<file path="config.mk">
export PLATFORM = sky130hd
export DESIGN_NAME = ts_os_gen_flat
export DESIGN_NICKNAME = d
export VERILOG_FILES = /design/src/rtl/ts_os_gen_if.sv /design/src/rtl/ts_os_gen.sv /design/src/flat_wrapper.sv
export SDC_FILE = /design/constraint.sdc
export NUM_CORES = 1
export LEC_CHECK = 0
export CAP_MARGIN = 20
export CORE_MARGIN = 4
export CORE_UTILIZATION = 55
export CTS_BUF_LIST = sky130_fd_sc_hd__clkbuf_4
export DETAILED_ROUTE_END_ITERATION = 12
export GPL_TIMING_DRIVEN = 0
export PLACE_DENSITY_LB_ADDON = 0.25
export SLEW_MARGIN = 5
export SYNTH_ARGS = -nofsm -noshare
export SYNTH_HDL_FRONTEND = slang
export SYNTH_SLANG_ARGS = --single-unit
</file>
<file path="constraint.sdc">
create_clock -name clk_i -period 6.03 [get_ports clk_i]
set_clock_uncertainty 0.1 [all_clocks]
set_input_delay 1.206 -clock clk_i [delete_from_list [all_inputs] [get_ports clk_i]]
set_output_delay 1.206 -clock clk_i [all_outputs]
set_load 0.02 [all_outputs]
</file>
<file path="src/rtl/ts_os_gen_if.sv">
// ---------------------------------------------------------------------------
// ts_os_gen_if
// Control, field and symbol-stream signals of the TS1/TS2 ordered-set
// generator. The master drives the requests and fields. The slave is the
// generator.
// Rev 1.0 - initial release
// ---------------------------------------------------------------------------
`default_nettype none

interface ts_os_gen_if;
  logic        en_i;
  logic        ts2_i;
  logic        link_pad_i;
  logic [7:0]  link_num_i;
  logic        lane_pad_i;
  logic [4:0]  lane_num_i;
  logic [7:0]  n_fts_i;
  logic [7:0]  rate_id_i;
  logic [7:0]  train_ctl_i;
  logic        sym_ready_i;
  logic        cnt_clr_i;
  logic [7:0]  sym_o;
  logic        sym_k_o;
  logic        sym_valid_o;
  logic        os_start_o;
  logic        os_done_o;
  logic        busy_o;
  logic [15:0] os_count_o;

  modport master (
    output en_i, ts2_i, link_pad_i, link_num_i, lane_pad_i, lane_num_i,
           n_fts_i, rate_id_i, train_ctl_i, sym_ready_i, cnt_clr_i,
    input  sym_o, sym_k_o, sym_valid_o, os_start_o, os_done_o, busy_o,
           os_count_o
  );

  modport slave (
    input  en_i, ts2_i, link_pad_i, link_num_i, lane_pad_i, lane_num_i,
           n_fts_i, rate_id_i, train_ctl_i, sym_ready_i, cnt_clr_i,
    output sym_o, sym_k_o, sym_valid_o, os_start_o, os_done_o, busy_o,
           os_count_o
  );
endinterface

`default_nettype wire

</file>
<file path="src/rtl/ts_os_gen.sv">
// ---------------------------------------------------------------------------
// ts_os_gen
// Emits 16-symbol TS1/TS2 training ordered sets over a valid/ready symbol
// stream. Field inputs are latched at every COM so that each set is
// self-consistent. A saturating counter tracks the number of completed sets.
// Rev 1.0 - initial release
// ---------------------------------------------------------------------------
`default_nettype none

module ts_os_gen (
  input  wire logic   clk_i,
  input  wire logic   rst_i,
  ts_os_gen_if.slave  bus
);

  localparam logic [7:0]  C_COM     = 8'hBC;
  localparam logic [7:0]  C_PAD     = 8'hF7;
  localparam logic [7:0]  C_TS1_ID  = 8'h4A;
  localparam logic [7:0]  C_TS2_ID  = 8'h45;
  localparam logic [3:0]  C_IDX_MAX = 4'd15;
  localparam logic [15:0] C_CNT_MAX = 16'hFFFF;

  typedef enum logic [0:0] {
    S_IDLE = 1'b0,
    S_SEND = 1'b1
  } state_t;

  state_t      r_state, w_state_nxt;
  logic [3:0]  r_idx, w_idx_nxt;
  logic        w_capture;
  logic        w_xfer;
  logic        w_done;

  logic        r_ts2;
  logic        r_link_pad;
  logic [7:0]  r_link_num;
  logic        r_lane_pad;
  logic [4:0]  r_lane_num;
  logic [7:0]  r_n_fts;
  logic [7:0]  r_rate_id;
  logic [7:0]  r_train_ctl;
  logic [15:0] r_os_count;

  logic [7:0]  w_sym;
  logic        w_sym_k;

  assign w_xfer = (r_state == S_SEND) && bus.sym_ready_i;
  assign w_done = w_xfer && (r_idx == C_IDX_MAX);

  // State and symbol index register
  always_ff @(posedge clk_i) begin
    if (rst_i) begin
      r_state <= S_IDLE;
      r_idx   <= 4'd0;
    end else begin
      r_state <= w_state_nxt;
      r_idx   <= w_idx_nxt;
    end
  end

  // Next state: the index advances only on a transfer, and a set always runs to idx 15
  always_comb begin
    w_state_nxt = r_state;
    w_idx_nxt   = r_idx;
    w_capture   = 1'b0;
    case (r_state)
      S_IDLE: begin
        if (bus.en_i) begin
          w_state_nxt = S_SEND;
          w_idx_nxt   = 4'd0;
          w_capture   = 1'b1;
        end
      end
      S_SEND: begin
        if (w_xfer) begin
          if (r_idx == C_IDX_MAX) begin
            w_idx_nxt = 4'd0;
            if (bus.en_i) begin
              w_capture = 1'b1;
            end else begin
              w_state_nxt = S_IDLE;
            end
          end else begin
            w_idx_nxt = r_idx + 4'd1;
          end
        end
      end
      default: begin
        w_state_nxt = S_IDLE;
        w_idx_nxt   = 4'd0;
      end
    endcase
  end

  // Field snapshot taken whenever the next symbol will be COM
  always_ff @(posedge clk_i) begin
    if (rst_i) begin
      r_ts2       <= 1'b0;
      r_link_pad  <= 1'b0;
      r_link_num  <= 8'd0;
      r_lane_pad  <= 1'b0;
      r_lane_num  <= 5'd0;
      r_n_fts     <= 8'd0;
      r_rate_id   <= 8'd0;
      r_train_ctl <= 8'd0;
    end else if (w_capture) begin
      r_ts2       <= bus.ts2_i;
      r_link_pad  <= bus.link_pad_i;
      r_link_num  <= bus.link_num_i;
      r_lane_pad  <= bus.lane_pad_i;
      r_lane_num  <= bus.lane_num_i;
      r_n_fts     <= bus.n_fts_i;
      r_rate_id   <= bus.rate_id_i;
      r_train_ctl <= bus.train_ctl_i;
    end
  end

  // Completed-set counter; a clear takes priority over a coincident completion
  always_ff @(posedge clk_i) begin
    if (rst_i) begin
      r_os_count <= 16'd0;
    end else if (bus.cnt_clr_i) begin
      r_os_count <= 16'd0;
    end else if (w_done && (r_os_count != C_CNT_MAX)) begin
      r_os_count <= r_os_count + 16'd1;
    end
  end

  // Symbol map. Only registered state feeds it, so the output holds steady under backpressure
  always_comb begin
    w_sym   = 8'h00;
    w_sym_k = 1'b0;
    if (r_state == S_SEND) begin
      case (r_idx)
        4'd0: begin
          w_sym   = C_COM;
          w_sym_k = 1'b1;
        end
        4'd1: begin
          w_sym   = r_link_pad ? C_PAD : r_link_num;
          w_sym_k = r_link_pad;
        end
        4'd2: begin
          w_sym   = r_lane_pad ? C_PAD : {3'b000, r_lane_num};
          w_sym_k = r_lane_pad;
        end
        4'd3:    w_sym = r_n_fts;
        4'd4:    w_sym = r_rate_id;
        4'd5:    w_sym = r_train_ctl;
        default: w_sym = r_ts2 ? C_TS2_ID : C_TS1_ID;
      endcase
    end
  end

  assign bus.sym_o       = w_sym;
  assign bus.sym_k_o     = w_sym_k;
  assign bus.sym_valid_o = (r_state == S_SEND);
  assign bus.os_start_o  = (r_state == S_SEND) && (r_idx == 4'd0);
  assign bus.os_done_o   = w_done;
  assign bus.busy_o      = (r_state == S_SEND);
  assign bus.os_count_o  = r_os_count;

endmodule

`default_nettype wire
</file>
<file path="src/flat_wrapper.sv">
// flat-port wrapper written by rule: the top's interface ports become plain ports
module ts_os_gen_flat 
  (clk_i, rst_i, bus_en_i, bus_ts2_i, bus_link_pad_i, bus_link_num_i, bus_lane_pad_i, bus_lane_num_i, bus_n_fts_i, bus_rate_id_i, bus_train_ctl_i, bus_sym_ready_i, bus_cnt_clr_i, bus_sym_o, bus_sym_k_o, bus_sym_valid_o, bus_os_start_o, bus_os_done_o, bus_busy_o, bus_os_count_o);
  ts_os_gen_if bus_i ();
  input  wire logic clk_i;
  input  wire logic rst_i;
  input wire logic [$bits(bus_i.en_i)-1:0] bus_en_i;
  input wire logic [$bits(bus_i.ts2_i)-1:0] bus_ts2_i;
  input wire logic [$bits(bus_i.link_pad_i)-1:0] bus_link_pad_i;
  input wire logic [$bits(bus_i.link_num_i)-1:0] bus_link_num_i;
  input wire logic [$bits(bus_i.lane_pad_i)-1:0] bus_lane_pad_i;
  input wire logic [$bits(bus_i.lane_num_i)-1:0] bus_lane_num_i;
  input wire logic [$bits(bus_i.n_fts_i)-1:0] bus_n_fts_i;
  input wire logic [$bits(bus_i.rate_id_i)-1:0] bus_rate_id_i;
  input wire logic [$bits(bus_i.train_ctl_i)-1:0] bus_train_ctl_i;
  input wire logic [$bits(bus_i.sym_ready_i)-1:0] bus_sym_ready_i;
  input wire logic [$bits(bus_i.cnt_clr_i)-1:0] bus_cnt_clr_i;
  output wire logic [$bits(bus_i.sym_o)-1:0] bus_sym_o;
  output wire logic [$bits(bus_i.sym_k_o)-1:0] bus_sym_k_o;
  output wire logic [$bits(bus_i.sym_valid_o)-1:0] bus_sym_valid_o;
  output wire logic [$bits(bus_i.os_start_o)-1:0] bus_os_start_o;
  output wire logic [$bits(bus_i.os_done_o)-1:0] bus_os_done_o;
  output wire logic [$bits(bus_i.busy_o)-1:0] bus_busy_o;
  output wire logic [$bits(bus_i.os_count_o)-1:0] bus_os_count_o;
  assign bus_i.en_i = bus_en_i;
  assign bus_i.ts2_i = bus_ts2_i;
  assign bus_i.link_pad_i = bus_link_pad_i;
  assign bus_i.link_num_i = bus_link_num_i;
  assign bus_i.lane_pad_i = bus_lane_pad_i;
  assign bus_i.lane_num_i = bus_lane_num_i;
  assign bus_i.n_fts_i = bus_n_fts_i;
  assign bus_i.rate_id_i = bus_rate_id_i;
  assign bus_i.train_ctl_i = bus_train_ctl_i;
  assign bus_i.sym_ready_i = bus_sym_ready_i;
  assign bus_i.cnt_clr_i = bus_cnt_clr_i;
  assign bus_sym_o = bus_i.sym_o;
  assign bus_sym_k_o = bus_i.sym_k_o;
  assign bus_sym_valid_o = bus_i.sym_valid_o;
  assign bus_os_start_o = bus_i.os_start_o;
  assign bus_os_done_o = bus_i.os_done_o;
  assign bus_busy_o = bus_i.busy_o;
  assign bus_os_count_o = bus_i.os_count_o;
  ts_os_gen u_core (.clk_i(clk_i), .rst_i(rst_i), .bus(bus_i));
endmodule
</file>
# --- After elaboration in Yosys (flattened, before gate mapping) ---
# Index checks and enable logic that the tools add are counted.
totals:
  regBits: 61
  latchBits: 0
  ramBits: 0
  rom_bits: 0
  in_bits: 45
  elab_cells: 48
  mem_count: 0
op_classes:
  n_addsub: 2
  n_mul: 0
  div_mod_pow: 0
  order_cmp: 0
  n_eq_ne: 9
  shift: 0
  muxes: 18
  bitwise: 1
  n_reduce_logical: 7
ops:
  columns: ["operator", "n"]
  rows:
  - ["$pmux W8 S6", 1]
  - ["$mux W8", 3]
  - ["$add A16 B1 Y16 const B", 1]
  - ["$mux W4", 4]
  - ["$ne A16 B16 Y1 const B", 1]
  - ["$eq A4 B2 Y1 const B", 2]
  - ["$eq A4 B3 Y1 const B", 2]
  - ["$pmux W4 S2", 1]
  - ["$mux W1", 6]
  - ["$add A4 B1 Y4 const B", 1]
  - ["$eq A4 B1 Y1 const B", 1]
  - ["$eq A4 B4 Y1 const B", 1]
  - ["$logic_and A1 B1 Y1", 4]
  - ["$logic_not A4 Y1", 1]
  - ["$ne A2 B2 Y1 const B", 2]
  - ["$pmux W1 S2", 2]
  - ["$pmux W1 S3", 1]
  - ["$reduce_and A2 Y1", 1]
  - ["$reduce_or A2 Y1", 1]
  - ["$not A1 Y1", 1]

# --- Longest topological paths before layout ---
# Gate-level depths: netlist of the first run.
depth:
  word_depth: 4
  ltp_mapped: 8
  ltp_nobuf: 6

# --- Worst setup path before layout of the first run ---
# No wires, ideal clock.
synth_path:
  kind: "register -> output"
  start: "register u_core.r_idx[0]"
  end: "output port bus_sym_o[5]"
  arrival_time_ns: 1.793
  t_required_ns: 4.724
  path_slack_ns: 2.931
  path_stages_with_launch: 8
  path_buffers: 2
  path_cell_list: "dfxtp_1 > ha_1 > clkbuf_1 > clkbuf_1 > a21oi_1 > nand2_1 > nor2_1 > a211oi_1"
synth_via:
  elab_chain_len: 3
synth_rtl:
  columns: ["element", "line_no", "source"]
  rows:
  - ["from (decl)", "ts_os_gen.sv:29", "logic [3:0] r_idx, w_idx_nxt;"]
  - ["from (signal assigned)", "ts_os_gen.sv:57", "r_idx <= w_idx_nxt;"]
  - ["$eq A4 B3 Y1 (tied with other cells)", "ts_os_gen.sv:134", "case (r_idx)"]
  - ["$pmux W8 S6 (*)", "ts_os_gen.sv:134", null]
  - ["$mux W8 (*)", "ts_os_gen.sv:133", "if (r_state == S_SEND) begin"]
  - ["to (decl)", "flat_wrapper.sv:18", "output wire logic [$bits(bus_i.sym_o)-1:0] bus_sym_o;"]
# Every way passes the cells marked *; elsewhere a longest branch is shown, timed or not.

# --- Worst setup path after layout of the first run ---
layout_path:
  start: "input port bus_sym_ready_i"
  end: "output port bus_os_done_o"
layout_via:
  elab_chain_len: 2
layout_rtl:
  columns: ["element", "line_no", "source"]
  rows:
  - ["from (decl)", "flat_wrapper.sv:16", "input wire logic [$bits(bus_i.sym_ready_i)-1:0] bus_sym_ready_i;"]
  - ["$logic_and A1 B1 Y1", "ts_os_gen.sv:47", "assign w_xfer = (r_state == S_SEND) && bus.sym_ready_i;"]
  - ["$logic_and A1 B1 Y1", "ts_os_gen.sv:48", "assign w_done = w_xfer && (r_idx == C_IDX_MAX);"]
  - ["to (decl)", "flat_wrapper.sv:22", "output wire logic [$bits(bus_i.os_done_o)-1:0] bus_os_done_o;"]
# No other way between the ends.

==> results.rst, run 1 <==
.. list-table::
   :header-rows: 1

   * - Metric
     - Value
   * - Crit path launch type
     - input port
   * - Total clock buffers created by CTS
     - 9
   * - Pin count of the biggest net entering global routing
     - 11
   * - Length of routed wiring on met1
     - 3.78 mm
   * - Vias per cell
     - 6.27
   * - Class of the most critical hold timing path
     - flip-flop to flip-flop
   * - Peak clock frequency supported by timing
     - 0.228 GHz
   * - Wire length on met2
     - 4.50 mm
   * - Hold_sp
     - u_core.r_train_ctl[0]
   * - Transition time at the pin with the least slew margin
     - 726 ps
   * - Startpoint of the most critical register-to-register path
     - u_core.r_idx[0]
   * - Worst path required time
     - 4720 ps
   * - Avg Inst Size Synth
     - 7.79 sq um
   * - Number of distinct library cells after synthesis
     - 51
   * - CTS H-tree lvls
     - 3
   * - Run status
     - finished, final reports clean
   * - Number of violations of the max-capacitance limit
     - 0
   * - Setup_tns
     - 0 ps
   * - DRC violation count after routing
     - 0
   * - Effective utilization at floorplan
     - 0.564
   * - Number of pins exceeding their max-slew limit in the final report
     - 0
   * - Die outline area
     - 6910 sq um
   * - Critical Path End Type
     - output port
   * - Post-synth net total
     - 449
   * - Proportion of layout cells with a drive suffix above 1
     - 0.0575
   * - Cell row count
     - 27
   * - Post-CTS Hold Fix Bufs
     - 0
   * - Critical path peak fanout
     - 6
   * - Cell with the biggest individual delay on the critical path
     - sky130_fd_sc_hd__clkdlybuf4s50_1
   * - Width of the chip
     - 83.2 um
   * - Count of input and output buffers
     - 72
   * - Startpoint-to-endpoint class of the critical path
     - input port to output port
   * - Maximum VDD drop
     - 0.167 mV
   * - First-pass GRT wire length
     - 15.1 mm
   * - Part of the Yosys area used for sequential elements
     - 0.393
   * - Root cell of the clock tree
     - sky130_fd_sc_hd__clkbuf_4
   * - Slowest cell delay on critical path
     - 610 ps
   * - Slew Limit Headroom
     - 0.512
   * - Length of the first detailed-routing pass in iterations
     - 5
   * - Final-layout worst hold slack
     - 388 ps
   * - Via count of the first global-routing pass
     - 3126
   * - Gate Count Post-Synth
     - 399
   * - Num ports
     - 74
   * - Synth async-reset ratio
     - 0
   * - Most frequent standard cell in the layout excluding fill and tap cells
     - sky130_fd_sc_hd__clkdlybuf4s50_1
   * - Routed length per instance
     - 16.7 um
   * - Commonest non-fill, non-tap cells in the layout
     - sky130_fd_sc_hd__clkdlybuf4s50_1, sky130_fd_sc_hd__dfxtp_1, sky130_fd_sc_hd__a21oi_1, sky130_fd_sc_hd__o21ai_0, sky130_fd_sc_hd__nand3_1
   * - Post-synth EDFFs
     - 0
   * - Total wire length
     - 9.32 mm
   * - Hold violation count in the final report
     - 0
   * - Remaining number of nets flagged by the antenna check after routing
     - 0
   * - Final setup violation count
     - 0
   * - Ys Warns
     - 0
   * - Metal3 WL
     - 818 um
   * - Power per Cell Area
     - 216 nW/um^2
   * - Clock slew at reported path FFs
     - 90 ps
   * - Signed area change from the synthesized netlist to the final layout
     - 31.2%
   * - Net count of the finished layout
     - 532
   * - Iteration-0 DRC Markers
     - 347
   * - Final HPWL DP
     - 6.77 mm
   * - Post-cts resize count
     - 0
   * - Count of inserted antenna diode cells
     - 0
   * - Most common cell type on the critical path
     - sky130_fd_sc_hd__clkdlybuf4s50_1
   * - Cells along the critical path
     - clkdlybuf4s50_1 -> and2_0 -> nand2_1 -> inv_1 -> clkdlybuf4s50_1
   * - Post-CTS setup buffers
     - 0
   * - Fraction of the cycle the final worst path needs
     - 0.728
   * - Unrepaired setup endpoints after global routing
     - no
   * - Final weighted congestion in routability-driven placement
     - 0.917
   * - Die height
     - 83.2 um
   * - Initial antenna violation count
     - 0
   * - Post-synthesis instance area
     - 3110 sq um
   * - Placeable core region
     - 5510 sq um
   * - Top layer reached by signal wires
     - met4
   * - Post-synthesis register bit count
     - 61
   * - CTS sink count
     - 61
   * - Tmin final
     - 4390 ps
   * - Global router's overall resource usage
     - 0.268
   * - Worst-Skew Late Latency
     - 420 ps
   * - TritonCTS clock tree
     - built
   * - Crit path from
     - bus_sym_ready_i
   * - Arrival time worst endpoint
     - 3080 ps
   * - Via total after detailed routing
     - 3507
   * - Cell leakage power
     - 1.38 nW
   * - Clock tree buffer depth
     - 2
   * - Global route total overflow
     - 0
   * - Reg-to-reg slack, setup
     - 3560 ps
   * - Dominant register cell in the synthesized netlist
     - sky130_fd_sc_hd__dfxtp_1
[metrics by stage]
| stage | total power, mW | cell area [sq um] | utilization | setup WS, ps | std cells |
|---|---|---|---|---|---|
| 2_1_floorplan | 0.498 | 3110 | - | 2930 | 399 |
| 3_5_place_dp | 0.560 | 3920 | 0.711 | 1710 | 543 |
| 6_report | 0.879 | 4080 | 0.740 | 1640 | 559 |
| 3_3_place_gp | 0.557 | 3920 | 0.711 | 1730 | 543 |
| 4_1_cts | 0.879 | 4080 | 0.740 | 1680 | 559 |
| 5_1_grt | 0.918 | 4080 | 0.740 | 1540 | 559 |
[path summary, 6_finish.rpt]
check	to	cells after the start
max	bus_os_done_o	5
min	u_core.r_train_ctl[0]	2
max reg2reg	u_core.r_rate_id[6]	7
min reg2reg	u_core.r_train_ctl[0]	2
[synth_stat cells (3+ instances only)]
master,number,area share
sky130_fd_sc_hd__a22oi_1,6,0.014
sky130_fd_sc_hd__nand2b_1,3,0.0060
sky130_fd_sc_hd__nor2_1,10,0.012
sky130_fd_sc_hd__a31oi_1,8,0.016
sky130_fd_sc_hd__clkbuf_1,30,0.036
sky130_fd_sc_hd__and4_1,5,0.014
sky130_fd_sc_hd__dfxtp_1,61,0.39
sky130_fd_sc_hd__or4_1,5,0.012
sky130_fd_sc_hd__o41ai_1,3,0.0085
sky130_fd_sc_hd__nand4_1,4,0.0081
sky130_fd_sc_hd__o21ai_0,57,0.092
sky130_fd_sc_hd__inv_1,8,0.0097
sky130_fd_sc_hd__o311ai_0,5,0.014
sky130_fd_sc_hd__nand2_1,24,0.029
sky130_fd_sc_hd__ha_1,5,0.020
sky130_fd_sc_hd__a211oi_1,5,0.012
sky130_fd_sc_hd__nand3_1,47,0.076
sky130_fd_sc_hd__or3_1,6,0.012
sky130_fd_sc_hd__o31ai_1,4,0.0097
sky130_fd_sc_hd__and3_1,7,0.014
sky130_fd_sc_hd__buf_2,3,0.0048
sky130_fd_sc_hd__nor3_1,3,0.0048
sky130_fd_sc_hd__a21oi_1,57,0.092
[critical path: cells and delay by family]
| family | cells | cell delay [ps] |
|---|---|---|
| buffers and inverters | 3 | 1330 |
| AND/OR/NAND/NOR | 2 | 540 |
[sequential cells by signal, summed over array words and instances (netlist names)]
| name | flops |
|---|---|
| u_core.r_train_ctl | 8 |
| u_core.r_idx | 4 |
| u_core.r_link_pad | 1 |
| u_core.r_n_fts | 8 |
| u_core.r_rate_id | 8 |
| u_core.bus.os_count_o | 16 |
| u_core.r_ts2 | 1 |
| u_core.r_lane_pad | 1 |
| u_core.bus.busy_o | 1 |
| u_core.r_lane_num | 5 |
| u_core.r_link_num | 8 |
[per-layer routing]
metal / vias to the layer above / GRT usage
met5: - / 0
met4: 0 / 0.101
met3: 29 / 0.0655
met2: 181 / 0.437
met1: 1637 / 0.341
li1: 1660 / -
[where the power goes]
group          total (mW)  switching (mW)  internal [mW]  leakage (nW)
Sequential          0.431          0.0122          0.419         0.498
Clock               0.326           0.150          0.176        0.0906
Combinational       0.122          0.0648         0.0574         0.793
[cell families after synthesis]
logic type,synth area share
flip-flops,0.393
AO/OA/AOI/OAI,0.301
buffers and inverters,0.0604
multiplexers,0.00685
AND/OR/NAND/NOR,0.219
adder cells (fa/ha/maj),0.0201
[final cells by class]
cell class | instances | area (sq um)
fill | 427 | 1430
timing repair buffer | 72 | 721
clock buffer | 11 | 82.6
inverter | 8 | 30.0
buffer | 37 | 158
clock inverter | 5 | 75.1
tap | 72 | 90.1
multi-input combinational | 293 | 1700
sequential | 61 | 1220
Note: power is estimated with default switching activity, not from simulation.
==> run 2: changes to the inputs <==
--- a/config.mk
+++ b/config.mk
@@ -7,7 +7,7 @@
 export LEC_CHECK = 0
 export CAP_MARGIN = 20
 export CORE_MARGIN = 4
-export CORE_UTILIZATION = 55
+export CORE_UTILIZATION = 51
 export CTS_BUF_LIST = sky130_fd_sc_hd__clkbuf_4
 export DETAILED_ROUTE_END_ITERATION = 12
 export GPL_TIMING_DRIVEN = 0
==> constraint.sdc (replaced) <==
create_clock -name clk_i -period 4.5 [get_ports clk_i]
set_clock_uncertainty 0.1 [all_clocks]
set_input_delay 0.9 -clock clk_i [delete_from_list [all_inputs] [get_ports clk_i]]
set_output_delay 0.9 -clock clk_i [all_outputs]
set_load 0.02 [all_outputs]
==> run 2 against run 1 <==
  * Clock power increased by 51%
  * Sequential cell count unchanged
  * Routed wire length decreased by 3.4%
  * Critical path depth grew 4
  * Core utilization down 4.8 points
  * Non-clock buffer count is the same
  * Critical endpoint is now bus_sym_o[2]
  * Global-route usage is 1.8 points lower
  * Register-to-register slack worse by 1500 ps
==> results.rst, run 2 (synthesis gave the netlist of run 1 again) <==
.. list-table::
   :header-rows: 1

   * - Metric
     - Value
   * - Combinational share of power
     - 0.133 (was 0.139)
   * - Commonest non-fill, non-tap cells in the layout
     - sky130_fd_sc_hd__clkdlybuf4s50_1, sky130_fd_sc_hd__dfxtp_1, sky130_fd_sc_hd__a21oi_1, sky130_fd_sc_hd__o21ai_0, sky130_fd_sc_hd__nand3_1 (unchanged)
   * - Global route total overflow
     - 0 (unchanged)
   * - Final HPWL DP
     - 6.55 mm (was 6.77 mm)
   * - Fraction of power spent switching nets
     - 0.252 (was 0.259)
   * - Fraction of the cycle the final worst path needs
     - 0.885
   * - Worst-Skew Late Latency
     - 420 ps (about the same)
   * - Arrival time worst endpoint
     - 2980 ps (was 3080 ps)
   * - Slowest cell delay on critical path
     - 660 ps (was 610 ps)
   * - Initial antenna violation count
     - 0 (unchanged)
   * - Die outline area
     - 7400 sq um (was 6910 sq um)
   * - Transition time at the pin with the least slew margin
     - 749 ps (was 726 ps)
   * - Number of pins exceeding their max-slew limit in the final report
     - 0 (unchanged)
   * - Clock power frac
     - 0.399 (was 0.371)
   * - Cell with the biggest individual delay on the critical path
     - sky130_fd_sc_hd__clkdlybuf4s50_1 (unchanged)
   * - PnR Total Power
     - 1.23 mW (was 0.879 mW)
   * - Hold_sp
     - u_core.r_train_ctl[0] (unchanged)
   * - CTS H-tree lvls
     - 3 (unchanged)
   * - Num ports
     - 74 (unchanged)
   * - Startpoint-to-endpoint class of the critical path
     - flip-flop to output port (was input port to output port)
   * - Startpoint of the most critical register-to-register path
     - u_core.r_idx[0] (unchanged)
   * - Worst path required time
     - 3500 ps (was 4720 ps)
   * - Global router's overall resource usage
     - 0.250 (was 0.268)
   * - Critical Path End Type
     - output port (unchanged)
   * - Number of standard cells in the final layout excluding fillers
     - 562 (was 559)
   * - Worst-case reg-to-reg path depth
     - 7 (unchanged)
   * - Cell leakage power
     - 1.38 nW (about the same)
   * - Die height
     - 86.1 um (was 83.2 um)
   * - WHS Path Cells
     - 2 (unchanged)
   * - Count of input and output buffers
     - 72 (unchanged)
   * - Internal Power
     - 0.920 mW (was 0.652 mW)
   * - CTS sink count
     - 61 (unchanged)
   * - Number of flip-flops under the largest register name
     - 16 (unchanged)
   * - Number of violations of the max-capacitance limit
     - 0 (unchanged)
   * - Switch Pwr
     - 0.310 mW (was 0.227 mW)
   * - Count of inserted antenna diode cells
     - 0 (unchanged)
   * - Width of the chip
     - 86.1 um (was 83.2 um)
   * - Peak clock frequency supported by timing
     - 0.251 GHz
   * - DRC violation count after routing
     - 0 (unchanged)
   * - Net count of the finished layout
     - 532 (unchanged)
   * - Clock slew at reported path FFs
     - 100 ps (was 90 ps)
   * - Reg-to-reg slack, setup
     - 2060 ps (was 3560 ps)
   * - Critical path peak fanout
     - 10 (was 6)
   * - Post-cts resize count
     - 0 (unchanged)
   * - Post-Place Cell Area
     - 3920 sq um (about the same)
   * - Most frequent standard cell in the layout excluding fill and tap cells
     - sky130_fd_sc_hd__clkdlybuf4s50_1 (unchanged)
   * - Count of buffer and inverter cells on the critical path
     - 4 (was 3)
   * - Routed length per instance
     - 16.0 um (was 16.7 um)
   * - Vias per cell
     - 6.15 (was 6.27)
   * - Crit path launch type
     - flip-flop (was input port)
   * - Total clock buffers created by CTS
     - 9 (unchanged)
   * - Signed area change from the synthesized netlist to the final layout
     - 31.9% (was 31.2%)
   * - First-pass GRT wire length
     - 14.7 mm (was 15.1 mm)
   * - Pin count of the biggest net entering global routing
     - 11 (unchanged)
   * - Unrepaired setup endpoints after global routing
     - no (unchanged)
   * - Via total after detailed routing
     - 3454 (was 3507)
   * - Effective utilization at floorplan
     - 0.525 (was 0.564)
   * - Root cell of the clock tree
     - sky130_fd_sc_hd__clkbuf_4 (unchanged)
   * - Final Instance Area
     - 4100 sq um (was 4080 sq um)
   * - Run status
     - finished, final reports clean (unchanged)
   * - Cell row count
     - 28 (was 27)
   * - Tmin final
     - 3980 ps
   * - Remaining number of nets flagged by the antenna check after routing
     - 0 (unchanged)
   * - Hold violation count in the final report
     - 0 (unchanged)
   * - R2R Path End
     - u_core.r_link_num[2] (was u_core.r_rate_id[6])
   * - Slew Limit Headroom
     - 0.496 (was 0.512)
   * - Maximum VDD drop
     - 0.200 mV (was 0.167 mV)
   * - End point of the worst hold path
     - u_core.r_train_ctl[0] (unchanged)
   * - Clock tree buffer depth
     - 2 (unchanged)
   * - TritonCTS clock tree
     - built (unchanged)
   * - Final weighted congestion in routability-driven placement
     - 0.953 (was 0.917)
   * - Flop pwr share
     - 0.468 (was 0.490)
   * - Placeable core region
     - 5920 sq um (was 5510 sq um)
   * - Setup_tns
     - 0 ps (unchanged)
   * - Final setup violation count
     - 0 (unchanged)
   * - Cells along the critical path
     - inv_1 -> ha_1 -> clkbuf_1 -> clkbuf_1 -> o21ai_0 -> nand2_1 -> o21ai_0 -> a31oi_1 -> clkdlybuf4s50_1 (was clkdlybuf4s50_1 -> and2_0 -> nand2_1 -> inv_1 -> clkdlybuf4s50_1)
   * - Power per Cell Area
     - 300 nW/um^2 (was 216 nW/um^2)
   * - Cell class contributing the biggest share of worst-path delay
     - buffers and inverters (unchanged)
   * - Via count of the first global-routing pass
     - 3090 (was 3126)
   * - Post-CTS setup buffers
     - 0 (unchanged)
   * - Post-CTS Hold Fix Bufs
     - 0 (unchanged)
   * - Length of the first detailed-routing pass in iterations
     - 5 (unchanged)
   * - Class of the most critical hold timing path
     - flip-flop to flip-flop (unchanged)
   * - Cell count after placement
     - 546 (was 543)
   * - Proportion of layout cells with a drive suffix above 1
     - 0.0513 (was 0.0575)
   * - Total wire length
     - 9.00 mm (was 9.32 mm)
   * - Iteration-0 DRC Markers
     - 293 (was 347)
==> run 2: changes by cell type in the layout (fill, tap and decap cells not counted), sizes merged <==
cell    delta
bufinv     +1
clkbuf     -1
==> run 2: power groups by stage <==
| stage | combinational [mW] | sequential, mW | clock, mW |
|---|---|---|---|
| after floorplan | 0.0850 | 0.582 | 0 |
| after global placement | 0.159 | 0.588 | 0 |
| after detailed placement | 0.162 | 0.588 | 0 |
| after CTS | 0.163 | 0.576 | 0.491 |
| after global routing | 0.180 | 0.579 | 0.519 |
| final | 0.164 | 0.576 | 0.491 |
==> run 2: worst max path at each step <==
stage               startpoint            end  slack, ps  depth (start not counted)
3_3_place_gp   bus_sym_ready_i  bus_os_done_o        800                          5
4_1_cts        u_core.r_idx[1]   bus_sym_o[6]        580                          9
6_report       u_core.r_idx[1]   bus_sym_o[2]        520                          9
2_1_floorplan  u_core.r_idx[0]   bus_sym_o[5]       1710                          7
5_1_grt        u_core.r_idx[1]   bus_sym_o[5]        340                          9
3_5_place_dp   bus_sym_ready_i  bus_os_done_o        740                          5
==> run 2: stage by stage <==
stage | hold slack (ps) | util | setup WS, ps
global route | 408 | 0.692 | 344
finish | 383 | 0.692 | 517
CTS | 381 | 0.692 | 580
global placement | 360 | 0.662 | 803
floorplan | 348 | - | 1710
detailed placement | 368 | 0.662 | 745
==> run 2: worst reg2reg max path, stage by stage (launching register included) <==
cell and delay [ps]:
sky130_fd_sc_hd__dfxtp_1 370, sky130_fd_sc_hd__ha_1 270, sky130_fd_sc_hd__and3_1 190, sky130_fd_sc_hd__buf_2 150, sky130_fd_sc_hd__a21boi_0 610, sky130_fd_sc_hd__clkbuf_1 370
sky130_fd_sc_hd__o21ai_0 150, sky130_fd_sc_hd__a21oi_1 170
==> run 2: routing by layer <==
metal,share of wire,GRT usage
met3,0.079,0.0375
met5,0,0
met4,0.035,0.112
met1,0.42,0.337
met2,0.46,0.395
==> run 2: layout make-up <==
type,instances,area [sq um]
well taps,75,93.8
inverters,8,30.0
plain buffers,37,158
clock inverters,6,101
clock buffers,10,75.1
multi-input cells,293,1700
flip-flops and latches,61,1220
repair buffers,72,721
fillers,506,1820
==> run 3: changes to the inputs <==
--- a/config.mk
+++ b/config.mk
@@ -7,7 +7,7 @@
 export LEC_CHECK = 0
 export CAP_MARGIN = 20
 export CORE_MARGIN = 4
-export CORE_UTILIZATION = 51
+export CORE_UTILIZATION = 55
 export CTS_BUF_LIST = sky130_fd_sc_hd__clkbuf_4
 export DETAILED_ROUTE_END_ITERATION = 12
 export GPL_TIMING_DRIVEN = 0
==> constraint.sdc (replaced) <==
create_clock -name clk_i -period 4.6 [get_ports clk_i]
set_clock_uncertainty 0.1 [all_clocks]
set_input_delay 0.92 -clock clk_i [delete_from_list [all_inputs] [get_ports clk_i]]
set_output_delay 0.92 -clock clk_i [all_outputs]
set_load 0.02 [all_outputs]
==> results of run 3 <==
Same layout as run 1 (identical final DEF). Status: finished, final reports clean.
Main changes from that run: setup slack after placement 1710 ps -> 851 ps; clock-pin slew on the worst setup and hold paths 90 ps -> 100 ps; setup slack after layout 1640 ps -> 541 ps; start point of the critical path bus_sym_ready_i -> u_core.r_idx[0]; end point of the critical path bus_os_done_o -> bus_sym_o[3]; register-to-register setup slack 3560 ps -> 2130 ps; total power 0.879 mW -> 1.15 mW; worst IR drop on VDD 0.167 mV -> 0.219 mV
